[config.mk]
export PLATFORM = sky130hd
export DESIGN_NAME = glyph_pixel_streamer_flat
export DESIGN_NICKNAME = d
export VERILOG_FILES = /design/src/rtl/glyph_pkg.sv /design/src/rtl/glyph_pixel_streamer_if.sv /design/src/rtl/glyph_pixel_streamer.sv /design/src/flat_wrapper.sv
export SDC_FILE = /design/constraint.sdc
export NUM_CORES = 1
export LEC_CHECK = 0
export ABC_AREA = 1
export BUFFER_PORTS_ARGS = -buffer_cell sky130_fd_sc_hd__buf_2
export CAP_MARGIN = 10
export CORE_MARGIN = 2
export CORE_UTILIZATION = 50
export CTS_CLUSTER_DIAMETER = 40
export CTS_CLUSTER_SIZE = 10
export DETAILED_ROUTE_END_ITERATION = 7
export GPL_ROUTABILITY_DRIVEN = 0
export GPL_TIMING_DRIVEN = 1
export PLACE_DENSITY = 0.79
export SLEW_MARGIN = 25
export SYNTH_ARGS = -nofsm -noshare
export SYNTH_HDL_FRONTEND = slang
export SYNTH_SLANG_ARGS = --single-unit
[constraint.sdc]
create_clock -name clk -period 3.6 [get_ports clk]
set_input_delay 0.54 -clock clk [delete_from_list [all_inputs] [get_ports clk]]
set_output_delay 0.54 -clock clk [all_outputs]
set_load 0.01 [all_outputs]
[src/rtl/glyph_pkg.sv]
// Shared constants, FSM states and bitmap indexing for the 5x7 glyph text path.
package glyph_pkg;

  localparam int GLYPH_W    = 5;
  localparam int GLYPH_H    = 7;
  localparam int GLYPH_BITS = 35;
  localparam int PIX_W      = 24;

  typedef enum logic [1:0] {
    IDLE,
    LOAD,
    EMIT
  } state_t;

  // Row 0 is the top, col 0 the left; the top-left pixel lives in the MSB.
  function automatic logic [5:0] bit_index(input logic [2:0] row, input logic [2:0] col);
    return 6'(GLYPH_BITS - 1) - (6'(row) * 6'(GLYPH_W) + 6'(col));
  endfunction

endpackage

[src/rtl/glyph_pixel_streamer_if.sv]
// Pixel-word stream from the glyph streamer to the WS2812B bit encoder.
interface glyph_pixel_streamer_if;
  import glyph_pkg::*;

  logic             pix_valid;
  logic             pix_ready;
  logic [PIX_W-1:0] pix_data;
  logic             pix_last;

  modport master (output pix_valid, pix_data, pix_last, input pix_ready);
  modport slave  (input pix_valid, pix_data, pix_last, output pix_ready);

endinterface

[src/rtl/glyph_pixel_streamer.sv]
// Fetches a 5x7 glyph from the character ROM and streams it as serpentine
// column-major GRB pixel words, followed by GAP_COLS dark columns.
module glyph_pixel_streamer
  import glyph_pkg::*;
#(
  parameter int GAP_COLS = 1
) (
  input  logic                  clk,
  input  logic                  rst,
  input  logic                  char_valid,
  output logic                  char_ready,
  input  logic [6:0]            char_code,
  input  logic [PIX_W-1:0]      color,
  output logic [6:0]            rom_addr,
  input  logic [GLYPH_BITS-1:0] rom_data,
  glyph_pixel_streamer_if.master pix,
  output logic                  busy,
  output logic                  done
);

  localparam logic [2:0] LAST_COL = 3'(GLYPH_W - 1 + GAP_COLS);
  localparam logic [2:0] ROW_MAX  = 3'(GLYPH_H - 1);

  state_t                state;
  state_t                state_nxt;
  logic                  accept;
  logic                  fire;
  logic                  col_end;
  logic                  last_pix;
  logic                  lit;
  logic [2:0]            col;
  logic [2:0]            row;
  logic [PIX_W-1:0]      col_reg;
  logic [GLYPH_BITS-1:0] glyph_reg;

  always_comb begin
    state_nxt     = state;
    char_ready    = 1'b0;
    pix.pix_valid = 1'b0;
    accept        = 1'b0;
    fire          = 1'b0;
    // Even columns run top-down, odd columns bottom-up.
    col_end  = col[0] ? (row == 3'd0) : (row == ROW_MAX);
    last_pix = col_end && (col == LAST_COL);
    case (state)
      IDLE: begin
        char_ready = 1'b1;
        if (char_valid) begin
          accept    = 1'b1;
          state_nxt = LOAD;
        end
      end
      LOAD: state_nxt = EMIT;
      EMIT: begin
        pix.pix_valid = 1'b1;
        fire          = pix.pix_ready;
        if (fire && last_pix) state_nxt = IDLE;
      end
      default: state_nxt = IDLE;
    endcase
  end

  always_comb begin
    lit = 1'b0;
    if (col < 3'(GLYPH_W)) lit = glyph_reg[bit_index(row, col)];
  end

  assign pix.pix_data = ((state == EMIT) && lit) ? col_reg : '0;
  assign pix.pix_last = (state == EMIT) && last_pix;
  assign busy         = (state != IDLE);

  always_ff @(posedge clk) begin
    if (rst) begin
      state    <= IDLE;
      rom_addr <= '0;
      done     <= 1'b0;
      col      <= '0;
      row      <= '0;
    end else begin
      state <= state_nxt;
      done  <= fire && last_pix;
      if (accept) rom_addr <= char_code;
      if (state == LOAD) begin
        col <= '0;
        row <= '0;
      end else if (fire && !last_pix) begin
        // At a column boundary the row already sits where the next column starts.
        if (col_end)     col <= col + 3'd1;
        else if (col[0]) row <= row - 3'd1;
        else             row <= row + 3'd1;
      end
    end
  end

  always_ff @(posedge clk) begin
    if (accept)        col_reg   <= color;
    if (state == LOAD) glyph_reg <= rom_data;
  end

endmodule

[src/flat_wrapper.sv]
// flat-port wrapper written by rule: the top's interface ports become plain ports
module glyph_pixel_streamer_flat import glyph_pkg::*;
#(
  parameter int GAP_COLS = 1
)
  (clk, rst, char_valid, char_ready, char_code, color, rom_addr, rom_data, busy, done, pix_pix_valid, pix_pix_data, pix_pix_last, pix_pix_ready);
  glyph_pixel_streamer_if pix_i ();
  input  logic clk;
  input  logic rst;
  input  logic char_valid;
  output logic char_ready;
  input  logic [6:0] char_code;
  input  logic [PIX_W-1:0] color;
  output logic [6:0] rom_addr;
  input  logic [GLYPH_BITS-1:0] rom_data;
  output logic busy;
  output logic done;
  output wire logic [$bits(pix_i.pix_valid)-1:0] pix_pix_valid;
  output wire logic [$bits(pix_i.pix_data)-1:0] pix_pix_data;
  output wire logic [$bits(pix_i.pix_last)-1:0] pix_pix_last;
  input wire logic [$bits(pix_i.pix_ready)-1:0] pix_pix_ready;
  assign pix_pix_valid = pix_i.pix_valid;
  assign pix_pix_data = pix_i.pix_data;
  assign pix_pix_last = pix_i.pix_last;
  assign pix_i.pix_ready = pix_pix_ready;
  glyph_pixel_streamer #(.GAP_COLS(GAP_COLS)) u_core (.clk(clk), .rst(rst), .char_valid(char_valid), .char_ready(char_ready), .char_code(char_code), .color(color), .rom_addr(rom_addr), .rom_data(rom_data), .pix(pix_i), .busy(busy), .done(done));
endmodule
Yosys cells after proc, flatten, opt, wreduce, memory -nomap -nowiden --
Cells that the tools add are included. W data, S select, Z words.
Operators by class: bitwise gates (word level) 1, reductions and logical operators 14, order comparisons 2, $add $sub $neg 5, $mul 1, equality and inequality tests 6, muxes and demuxes 14
Operators by type and width (count):
- $mux W24 | 1
- $mux W1 | 8
- $lt A6 B7 Y1 const B | 1
- $add A3 B1 Y3 const B | 2
- $add A6 B3 Y6 | 1
- $bmux W1 S6 | 1
- $eq A3 B3 Y1 const B | 2
- $logic_and A1 B1 Y1 | 6
- $mul A3 B3 Y6 const B | 1
- $pmux W2 S3 | 1
- $reduce_and A2 Y1 | 3
- $sub A6 B6 Y6 const A | 1
- $mux W2 | 2
- $logic_not A3 Y1 | 1
- $lt A3 B3 Y1 const B | 1
- $mux W3 | 1
- $sub A3 B1 Y3 const B | 1
- $eq A2 B1 Y1 const B | 1
- $eq A2 B2 Y1 const B | 1
- $logic_not A2 Y1 | 1
- $ne A2 B1 Y1 const B | 1
- $ne A2 B2 Y1 const B | 1
- $reduce_bool A2 Y1 | 1
- $reduce_or A2 Y1 | 1
- 2 further kinds | 2
Word-level totals: logic and storage cells 50, output and inout port bits 36, bits of input ports 70, register bits after elaboration 75

Logic depth before layout (Yosys ltp) --
Gate-level depths: netlist of run 1.
depth after elaboration 8, mapped depth 15, gate-level depth less buffers 13

Worst setup path before layout of run 1 --
No wires, ideal clock.
path type flip-flop to output port, start register u_core.col[0], end output port pix_pix_data[11], path buffers 1, cell stages (with the launch flop) 14, arrival 2607 ps, setup slack 453 ps, path through dfxtp_1 > inv_1 > ha_1 > fa_1 > ha_1 > fa_1 > nor2_1 > a21boi_0 > nor2_1 > nand2_1 > nand3_1 > nand2_2 > buf_6 > nor2_1
Between the ends: cells in the longest elaborated chain, start to end 7
RTL lines:
- from (decl) | RTL line glyph_pixel_streamer.sv:31 | logic [2:0] col;
- from (signal assigned) | RTL line glyph_pixel_streamer.sv:88 | if (col_end) col <= col + 3'd1;
- $add A6 B3 Y6 | RTL line glyph_pkg.sv:17 | return 6'(GLYPH_BITS - 1) - (6'(row) * 6'(GLYPH_W) + 6'(col));
- $sub A6 B6 Y6 | RTL line glyph_pkg.sv:17
- $bmux W1 S6 | RTL line glyph_pixel_streamer.sv:65 | if (col < 3'(GLYPH_W)) lit = glyph_reg[bit_index(row, col)];
- $mux W1 (not written as such) | RTL line glyph_pixel_streamer.sv:65
- $mux W1 * | RTL line glyph_pixel_streamer.sv:65
- $logic_and A1 B1 Y1 * | RTL line glyph_pixel_streamer.sv:68 | assign pix.pix_data = ((state == EMIT) && lit) ? col_reg : '0;
- $mux W24 * | RTL line glyph_pixel_streamer.sv:68
- to (decl) | RTL line flat_wrapper.sv:19 | output wire logic [$bits(pix_i.pix_data)-1:0] pix_pix_data;
Mark *: on every way between the ends. The rest lies on a longest branch, timed or not. The select of a mux whose other input is x is not followed.

Worst setup path after layout of run 1 --
start register u_core.row[0], end output port pix_pix_data[19]
Between the ends: cells in the longest elaborated chain, start to end 8
RTL lines:
- from (decl) | RTL line glyph_pixel_streamer.sv:32 | logic [2:0] row;
- from (signal assigned) | RTL line glyph_pixel_streamer.sv:89 | else if (col[0]) row <= row - 3'd1;
- from (signal assigned) | RTL line glyph_pixel_streamer.sv:90 | else row <= row + 3'd1;
- $mul A3 B3 Y6 | RTL line glyph_pkg.sv:17
- $add A6 B3 Y6 | RTL line glyph_pkg.sv:17
- $sub A6 B6 Y6 | RTL line glyph_pkg.sv:17
- $bmux W1 S6 | RTL line glyph_pixel_streamer.sv:65
- $mux W1 (not written as such) | RTL line glyph_pixel_streamer.sv:65
- $mux W1 | RTL line glyph_pixel_streamer.sv:65
- $logic_and A1 B1 Y1 | RTL line glyph_pixel_streamer.sv:68
- $mux W24 | RTL line glyph_pixel_streamer.sv:68
Every way passes these cells. The select of a mux whose other input is x is not followed.

==> results.rst, run 1 <==
.. list-table::
   :header-rows: 1

   * - Metric
     - Value
   * - Largest incremental delay on the critical path
     - 0.62 ns
   * - CP Class
     - flip-flop to primary output
   * - Worst min path class
     - input pin to flip-flop
   * - Count of mapped cells out of synthesis
     - 305
   * - Buffers on Ports
     - 105
   * - Clock tree from TritonCTS
     - done
   * - Diode count
     - 0
   * - Register-to-register path setup slack
     - slightly above 2 ns
   * - Total of flip-flops plus latches after synthesis
     - 75
   * - Routed WL per cell
     - 15.5 um
   * - Data required time at the worst endpoint
     - 3.06 ns
   * - Initial Util
     - 0.515
   * - Leakage power summed over all cells
     - slightly below 0.002 uW
   * - Final-layout fill cell count
     - just over 400
   * - Fraction of post-synthesis cell area in the top cell type by area
     - 0.541
   * - Sort of element at the start of the critical path
     - flip-flop
   * - Worst slack at placement
     - 0.122 ns
   * - Via/cell ratio
     - 5.12
   * - Kind of end point of the critical path
     - primary output
   * - Top-level I/O count
     - between 100 and 150
   * - Final setup slack of the worst path
     - -0.0912 ns
   * - Final hold slack
     - 0.352 ns
   * - Result of the run
     - complete, but fails checks
   * - Max-cap check violation count
     - 0
   * - Clock Root Buffer
     - sky130_fd_sc_hd__clkbuf_8
   * - Number of sinks handled by clock tree synthesis
     - 75
   * - Vias in the first global route
     - ~2,500
   * - Proportion of power drawn by the clock network
     - 0.366
   * - Finished layout cell area
     - 4520 um2
   * - Data arrival, critical path
     - ~3.2 ns
   * - Maximum vdd drop
     - roughly 330 uV
   * - DIE AREA
     - a little over 7000 um2
   * - Max frequency
     - ~270 MHz
   * - Detailed-placement wirelength estimate
     - ~4700 um
   * - Core Footprint
     - about 6300 um2
   * - Minimum clock period after layout
     - 3.69 ns
   * - Areal power density over the cells
     - roughly 430 nW/um2
   * - Wire length of the first global-routing pass
     - about 11,000 um
   * - Cell with the biggest individual delay on the critical path
     - sky130_fd_sc_hd__fa_2
   * - Unique masters post-synth
     - 28
   * - Chip Height
     - roughly 85 um
   * - Combined area of the multi-input logic cells
     - approximately 1100 um2
   * - Transition time of the tightest slew-check pin
     - 0.449 ns
   * - Hold Path Origin
     - rom_data[20]
   * - Failing checks
     - setup timing
   * - Wirelength, routed
     - 7900 um
   * - # rows
     - 29
   * - Part of the total power dissipated in sequential elements
     - 0.511
   * - Number of iterations in the first detailed-routing pass
     - 4
   * - Largest cells by area after synthesis
     - sky130_fd_sc_hd__edfxtp_1 54%, sky130_fd_sc_hd__dfxtp_1 9.8%, sky130_fd_sc_hd__nand2_1 7.1%, sky130_fd_sc_hd__inv_1 5.0%, sky130_fd_sc_hd__nand3_1 4.0%
   * - Crit Reg-Reg Endpoint
     - u_core.row[2]
   * - Power Internal
     - 1480 uW
   * - Final global-route overflow total
     - 0
   * - Length in cells of the worst reg-to-reg path
     - 6
   * - Sequential cell area fraction in the yosys report
     - 0.639
   * - Pin count of the biggest net entering global routing
     - 38
   * - Worst rel slew slack
     - 0.701
   * - Setup Skew
     - 0.00949 ns
   * - Combinational fraction of design power
     - 0.123
   * - Final worst path period share
     - 1.03
   * - Sequential cell area
     - 2100 um2
   * - CTS Hold Buffers Added
     - 0
   * - Hold Crit Depth
     - 1
   * - Horizontal die dimension
     - about 85 um
   * - Clock latency of the later-clocked register in the worst-skew pair
     - 0.36 ns
   * - Final setup violation count
     - 24
   * - Number of buffers on the longest clock path
     - 2
   * - Final core utilization
     - 0.712
   * - Hold violation count in the final report
     - 0
   * - Overall track demand over capacity in global routing
     - 0.195
   * - Antenna-violating nets left
     - 0
   * - Number of nets in the finished design
     - 511
   * - Instance area after placement
     - 3880 um2
   * - Per-instance average area after synthesis
     - 10.7 um2
   * - Unrepaired setup endpoints after global routing
     - yes
   * - Final instance count without filler cells
     - a little over 500
   * - Worst-path fanout max
     - 6
   * - Net count after synthesis
     - 388
   * - Level count of the clock H-tree
     - 3
   * - DRC violation count after routing
     - 0
   * - Cell area after technology mapping
     - 3270 um2
   * - Worst reg2reg path startpoint
     - u_core.row[0]
   * - Clock-pin transition on the worst setup and hold timing paths
     - around 0.080 ns
   * - Placed cells
     - 485
   * - Final Slew Violations
     - 0
   * - Cell taking the most area after synthesis
     - sky130_fd_sc_hd__edfxtp_1
   * - Switching power share of the total
     - 0.246
   * - Largest register FFs
     - 35
   * - Number of buffers added by the clock tree synthesis step
     - 9
   * - Hold Crit Endpoint
     - u_core.glyph_reg[20]
   * - Drt initial violations
     - 164
   * - Critical path, cell by cell
     - inv_6 -> ha_4 -> fa_2 -> ha_4 -> fa_2 -> nor2_4 -> a21boi_2 -> nor2_1 -> nand2_1 -> nand3_2 -> nand2_4 -> buf_6 -> nor2_1 -> buf_2
   * - Fraction of layout instances using a drive strength above 1
     - 0.411
   * - Antenna violations before repair
     - 0
   * - Synthesis-to-finish area growth
     - 38.1%
   * - Yosys warning count
     - 0
   * - Vias
     - 2,610
   * - Net load switching power
     - 483 uW
==> worst max-delay path by stage <==
stage | start | end | slack [ns]
after floorplan | u_core.col[0] | pix_pix_data[11] | 0.45
after global placement | u_core.col[0] | pix_pix_data[0] | 0.29
after detailed placement | u_core.col[0] | pix_pix_data[0] | 0.12
after CTS | u_core.row[0] | pix_pix_data[21] | -0.001
after global routing | u_core.row[0] | pix_pix_data[19] | -0.22
final | u_core.row[0] | pix_pix_data[19] | -0.09
==> power groups by stage <==
stage	Clock (uW)	Sequential [uW]	Combinational [uW]
2_1_floorplan	0	1020	108
3_3_place_gp	0	1020	182
3_5_place_dp	0	1020	188
4_1_cts	735	1000	195
5_1_grt	776	1010	263
6_report	720	1000	242
==> cells in the final DEF, fill, tap and decap left out, types with 3 or more instances in the layout <==
cell type,n
sky130_fd_sc_hd__a21oi_1,13
sky130_fd_sc_hd__nor3_1,5
sky130_fd_sc_hd__nor2_2,6
sky130_fd_sc_hd__o21ai_0,8
sky130_fd_sc_hd__buf_2,89
sky130_fd_sc_hd__nand3_1,25
sky130_fd_sc_hd__inv_1,42
sky130_fd_sc_hd__nor2_1,12
sky130_fd_sc_hd__ha_4,3
sky130_fd_sc_hd__buf_4,9
sky130_fd_sc_hd__clkbuf_8,9
sky130_fd_sc_hd__dfxtp_1,13
sky130_fd_sc_hd__ha_1,7
sky130_fd_sc_hd__nand2_1,62
sky130_fd_sc_hd__nor2_4,18
sky130_fd_sc_hd__edfxtp_1,59
sky130_fd_sc_hd__clkinv_4,4
sky130_fd_sc_hd__buf_6,18
==> cell usage after synthesis (all sizes together) <==
cell / n
nand2: 63
edfxtp: 59
inv: 45
nor2: 36
nand3: 26
dfxtp: 16
a21oi: 15
o21ai: 11
ha: 10
buf: 6
nor3: 5
fa: 3
clkinv: 2
nor3b: 2
xor2: 2
a21boi: 1
clkbuf: 1
nand4: 1
xnor2: 1
==> per-layer routing <==
metal,part of all wire,GRT usage,up-vias
li1,-,-,1251
met3,0.049,0.0467,19
met2,0.54,0.342,105
met4,0.025,0.111,0
met5,0,0,-
met1,0.38,0.217,1235
==> worst max-delay path: cells and delay by family, from the launching register on <==
kind            cells  cell delay (ns)
flops               1             0.40
compound gates      1             0.15
simple gates        6             0.57
buf+inv             3             0.37
fa+ha+maj           4             1.32
==> layout make-up <==
type	instances	area share
Clock buffer	9	0.0274
Clock inverter	7	0.0221
Inverter	47	0.0429
Multi-Input combinational cell	176	0.248
Sequential cell	75	0.465
Tap cell	77	0.0213
Timing Repair Buffer	119	0.174
==> metrics by stage <==
stage	power (uW)	TNS, ns
after global placement	1200	0
after CTS	1930	-0.00259
after global routing	2050	-3.47
after floorplan	1130	0
after detailed placement	1210	0
final	1970	-0.904
==> cells by family (layout without fill, tap and decap cells) <==
group                    count (synthesis)  after routing  share of synthesized area
AND/OR/NAND/NOR                        133            133                      0.171
buffers and inverters                   54            182                     0.0795
adder cells (fa/ha/maj)                 13             13                     0.0566
AO/OA/AOI/OAI                           27             27                     0.0455
XOR/XNOR                                 3              3                    0.00803
flip-flops                              75             75                      0.639
==> timing repair <==
| action | CTS | global route |
|---|---|---|
| pin swaps | 2 | 12 |
| buffers inserted | 3 | 3 |
| endpoints found under the setup margin | 24 | 24 |
| resized for setup | 11 | 64 |
| cloned | 0 | 3 |
(Power assumes the default switching activity.)
==> run 2: changes to the inputs <==
- CORE_ASPECT_RATIO: default -> 0.9
==> results.rst, run 2 (synthesis gave the netlist of run 1 again) <==
.. list-table::
   :header-rows: 1

   * - Metric
     - Value
   * - Worst min path class
     - input pin to flip-flop
   * - Crit Reg-Reg Endpoint
     - u_core.col_reg[21]
   * - Minimum clock period after layout
     - 3.59 ns (-0.104 ns)
   * - Combinational fraction of design power
     - 0.115 (-0.008)
   * - Max frequency
     - 279 MHz (+2.9%)
   * - DIE AREA
     - 7210 um2 (about the same)
   * - Result of the run
     - complete, no violations
   * - Unrepaired setup endpoints after global routing
     - yes
   * - Data required time at the worst endpoint
     - 3.06 ns (about the same)
   * - Number of buffers added by the clock tree synthesis step
     - 9 (unchanged)
   * - Setup Skew
     - 0.00618 ns (-0.00330 ns)
   * - Clock Root Buffer
     - sky130_fd_sc_hd__clkbuf_8
   * - Number of buffers on the longest clock path
     - 2 (unchanged)
   * - Sort of element at the start of the critical path
     - flip-flop
   * - Part of the total power dissipated in sequential elements
     - 0.546 (+0.035)
   * - Number of nets in the finished design
     - 506 (-0.98%)
   * - Final instance count without filler cells
     - 515 (+0.98%)
   * - Horizontal die dimension
     - 89.3 um (+5.2%)
   * - Max-cap check violation count
     - 0 (unchanged)
   * - Wire length of the first global-routing pass
     - 10,300 um (-3.8%)
   * - Design Power
     - 1840 uW (-6.5%)
   * - Via/cell ratio
     - 4.88 (-4.7%)
   * - Leading cell type in the layout, fill and taps excluded
     - sky130_fd_sc_hd__buf_2
   * - Final worst path period share
     - 0.997 (-0.0288)
   * - Number of iterations in the first detailed-routing pass
     - 4 (unchanged)
   * - Worst rel slew slack
     - 0.336 (-0.364)
   * - Synthesis-to-finish area growth
     - 30.5%
   * - Register-to-register path setup slack
     - 1.46 ns (-0.60 ns)
   * - # rows
     - 27 (-6.9%)
   * - CTS Hold Buffers Added
     - 0 (unchanged)
   * - Clock latency of the later-clocked register in the worst-skew pair
     - 0.34 ns (-0.02 ns)
   * - Number of sinks handled by clock tree synthesis
     - 75 (unchanged)
   * - Power Internal
     - 1410 uW (-4.8%)
   * - CP Class
     - flip-flop to primary output
   * - Overall track demand over capacity in global routing
     - 0.191 (-0.00426)
   * - Clock-pin transition on the worst setup and hold timing paths
     - 0.07 ns (about the same)
   * - Clock tree from TritonCTS
     - done
   * - Switching power share of the total
     - 0.232 (-0.0133)
   * - Kind of end point of the critical path
     - primary output
   * - Initial Util
     - 0.527 (+0.0111)
   * - Final global-route overflow total
     - 0 (unchanged)
   * - Diode count
     - 0 (unchanged)
   * - Antenna violations before repair
     - 0 (unchanged)
   * - Length in cells of the worst reg-to-reg path
     - 3 (-3)
   * - Hold violation count in the final report
     - 0 (unchanged)
   * - Final core utilization
     - 0.687 (-0.0251)
   * - Routed WL per cell
     - 13.8 um (-11%)
   * - Buffers on Ports
     - 105 (unchanged)
   * - DRC violation count after routing
     - 0 (unchanged)
   * - Data arrival, critical path
     - 3.05 ns (-0.10 ns)
   * - Net load switching power
     - 427 uW (-12%)
   * - Detailed-placement wirelength estimate
     - 4880 um (+5.0%)
   * - Destination of the critical timing path
     - pix_pix_data[12]
   * - Placed cells
     - 494 (+1.9%)
   * - Areal power density over the cells
     - 431 nW/um2 (-0.96%)
   * - Top-level I/O count
     - 106 (unchanged)
   * - Worst-path fanout max
     - 6 (unchanged)
   * - Largest register FFs
     - 35 (unchanged)
   * - Worst reg2reg path startpoint
     - u_core.state[0]
   * - Core Footprint
     - 6220 um2 (-2.1%)
   * - Transition time of the tightest slew-check pin
     - 0.989 ns (+0.540 ns)
   * - Antenna-violating nets left
     - 0 (unchanged)
   * - Pin count of the biggest net entering global routing
     - 38 (unchanged)
   * - Wirelength, routed
     - 7110 um (-10%)
   * - Vias in the first global route
     - 2,350 (-4.2%)
   * - Drt initial violations
     - 121 (-26%)
   * - Fraction of layout instances using a drive strength above 1
     - 0.376 (-0.0349)
   * - Level count of the clock H-tree
     - 3 (unchanged)
   * - Final setup violation count
     - 0 (-100%)
   * - Vias
     - 2,512 (-3.8%)
   * - Maximum vdd drop
     - 254 uV (-23%)
   * - Final Slew Violations
     - 0 (unchanged)
   * - Leakage power summed over all cells
     - 0.00190 uW (-2.4%)
   * - Timing startpoint of the critical path
     - u_core.row[0]
   * - Proportion of power drawn by the clock network
     - 0.339 (-0.027)
   * - Leading cell types in the layout, fill and taps excluded
     - 103 x sky130_fd_sc_hd__buf_2, 62 x sky130_fd_sc_hd__nand2_1, 59 x sky130_fd_sc_hd__edfxtp_1
   * - Chip Height
     - 80.8 um (-4.9%)
## run 2: changes by cell type in the layout (fill, tap and decap cells not counted), sizes merged
cell / change
buf: -5
clkbuf: +2
bufinv: -1
clkinv: -1
## run 2: power groups by stage
stage / registers [uW] / logic (uW) / clock network (uW)
after floorplan: 1020 / 108 / 0
after global placement: 1020 / 182 / 0
after detailed placement: 1020 / 188 / 0
after CTS: 1000 / 192 / 640
after global routing: 1010 / 235 / 680
final: 1000 / 211 / 624
## run 2: layout make-up
| cell class | instances | area (um2) |
|---|---|---|
| clock buffer | 11 | 141 |
| clock inverter | 5 | 51.3 |
| fill | 464 | 1950 |
| inverter | 47 | 191 |
| multi-input combinational | 176 | 1020 |
| sequential | 75 | 2100 |
| tap | 87 | 109 |
| timing repair buffer | 114 | 657 |
## run 2: timing repair
item,4_1_cts,5_1_grt
setup buffers,2,0
pin swaps,1,6
gates cloned,0,3
endpoints found under the setup margin,24,24
resized for setup,8,26
## run 2: worst min-delay path by stage
stage	start	cells after the start	end
after floorplan	u_core.row[0]	2	u_core.row[0]
after global placement	u_core.rom_addr[4]	2	u_core.rom_addr[4]
after detailed placement	u_core.rom_addr[5]	2	u_core.rom_addr[5]
after CTS	rom_data[5]	1	u_core.glyph_reg[5]
after global routing	rom_data[16]	1	u_core.glyph_reg[16]
final	color[9]	1	u_core.col_reg[9]
## run 2: layer usage
layer	global-route usage	up-vias	wire length, um
li1	-	1242	-
met1	0.218	1194	2840
met2	0.327	69	3800
met3	0.0681	7	373
met4	0.0746	0	96
met5	0	-	0
## run 2: through the flow
step           TNS, ns  setup slack [ns]  hold WS, ns  instance area (um2)
2_1_floorplan        0             0.453        0.456                 3270
3_3_place_gp         0             0.282        0.450                 3880
3_5_place_dp         0             0.150        0.455                 3880
4_1_cts              0            0.0108        0.350                 4100
5_1_grt          -2.56            -0.149        0.347                 4270
6_report             0            0.0124        0.367                 4270
## run 2: critical path, cell delays in order (launching register included)
cell and delay (ns):
sky130_fd_sc_hd__dfxtp_4 0.37, sky130_fd_sc_hd__inv_4 0.05, sky130_fd_sc_hd__ha_4 0.16, sky130_fd_sc_hd__fa_2 0.38
sky130_fd_sc_hd__ha_4 0.18, sky130_fd_sc_hd__fa_2 0.59, sky130_fd_sc_hd__nor2_2 0.06, sky130_fd_sc_hd__a21boi_1 0.12
sky130_fd_sc_hd__nor2_1 0.11, sky130_fd_sc_hd__nand2_1 0.08, sky130_fd_sc_hd__nand3_2 0.08, sky130_fd_sc_hd__nand2_4 0.10
sky130_fd_sc_hd__buf_12 0.16, sky130_fd_sc_hd__nor2_1 0.10, sky130_fd_sc_hd__buf_2 0.16
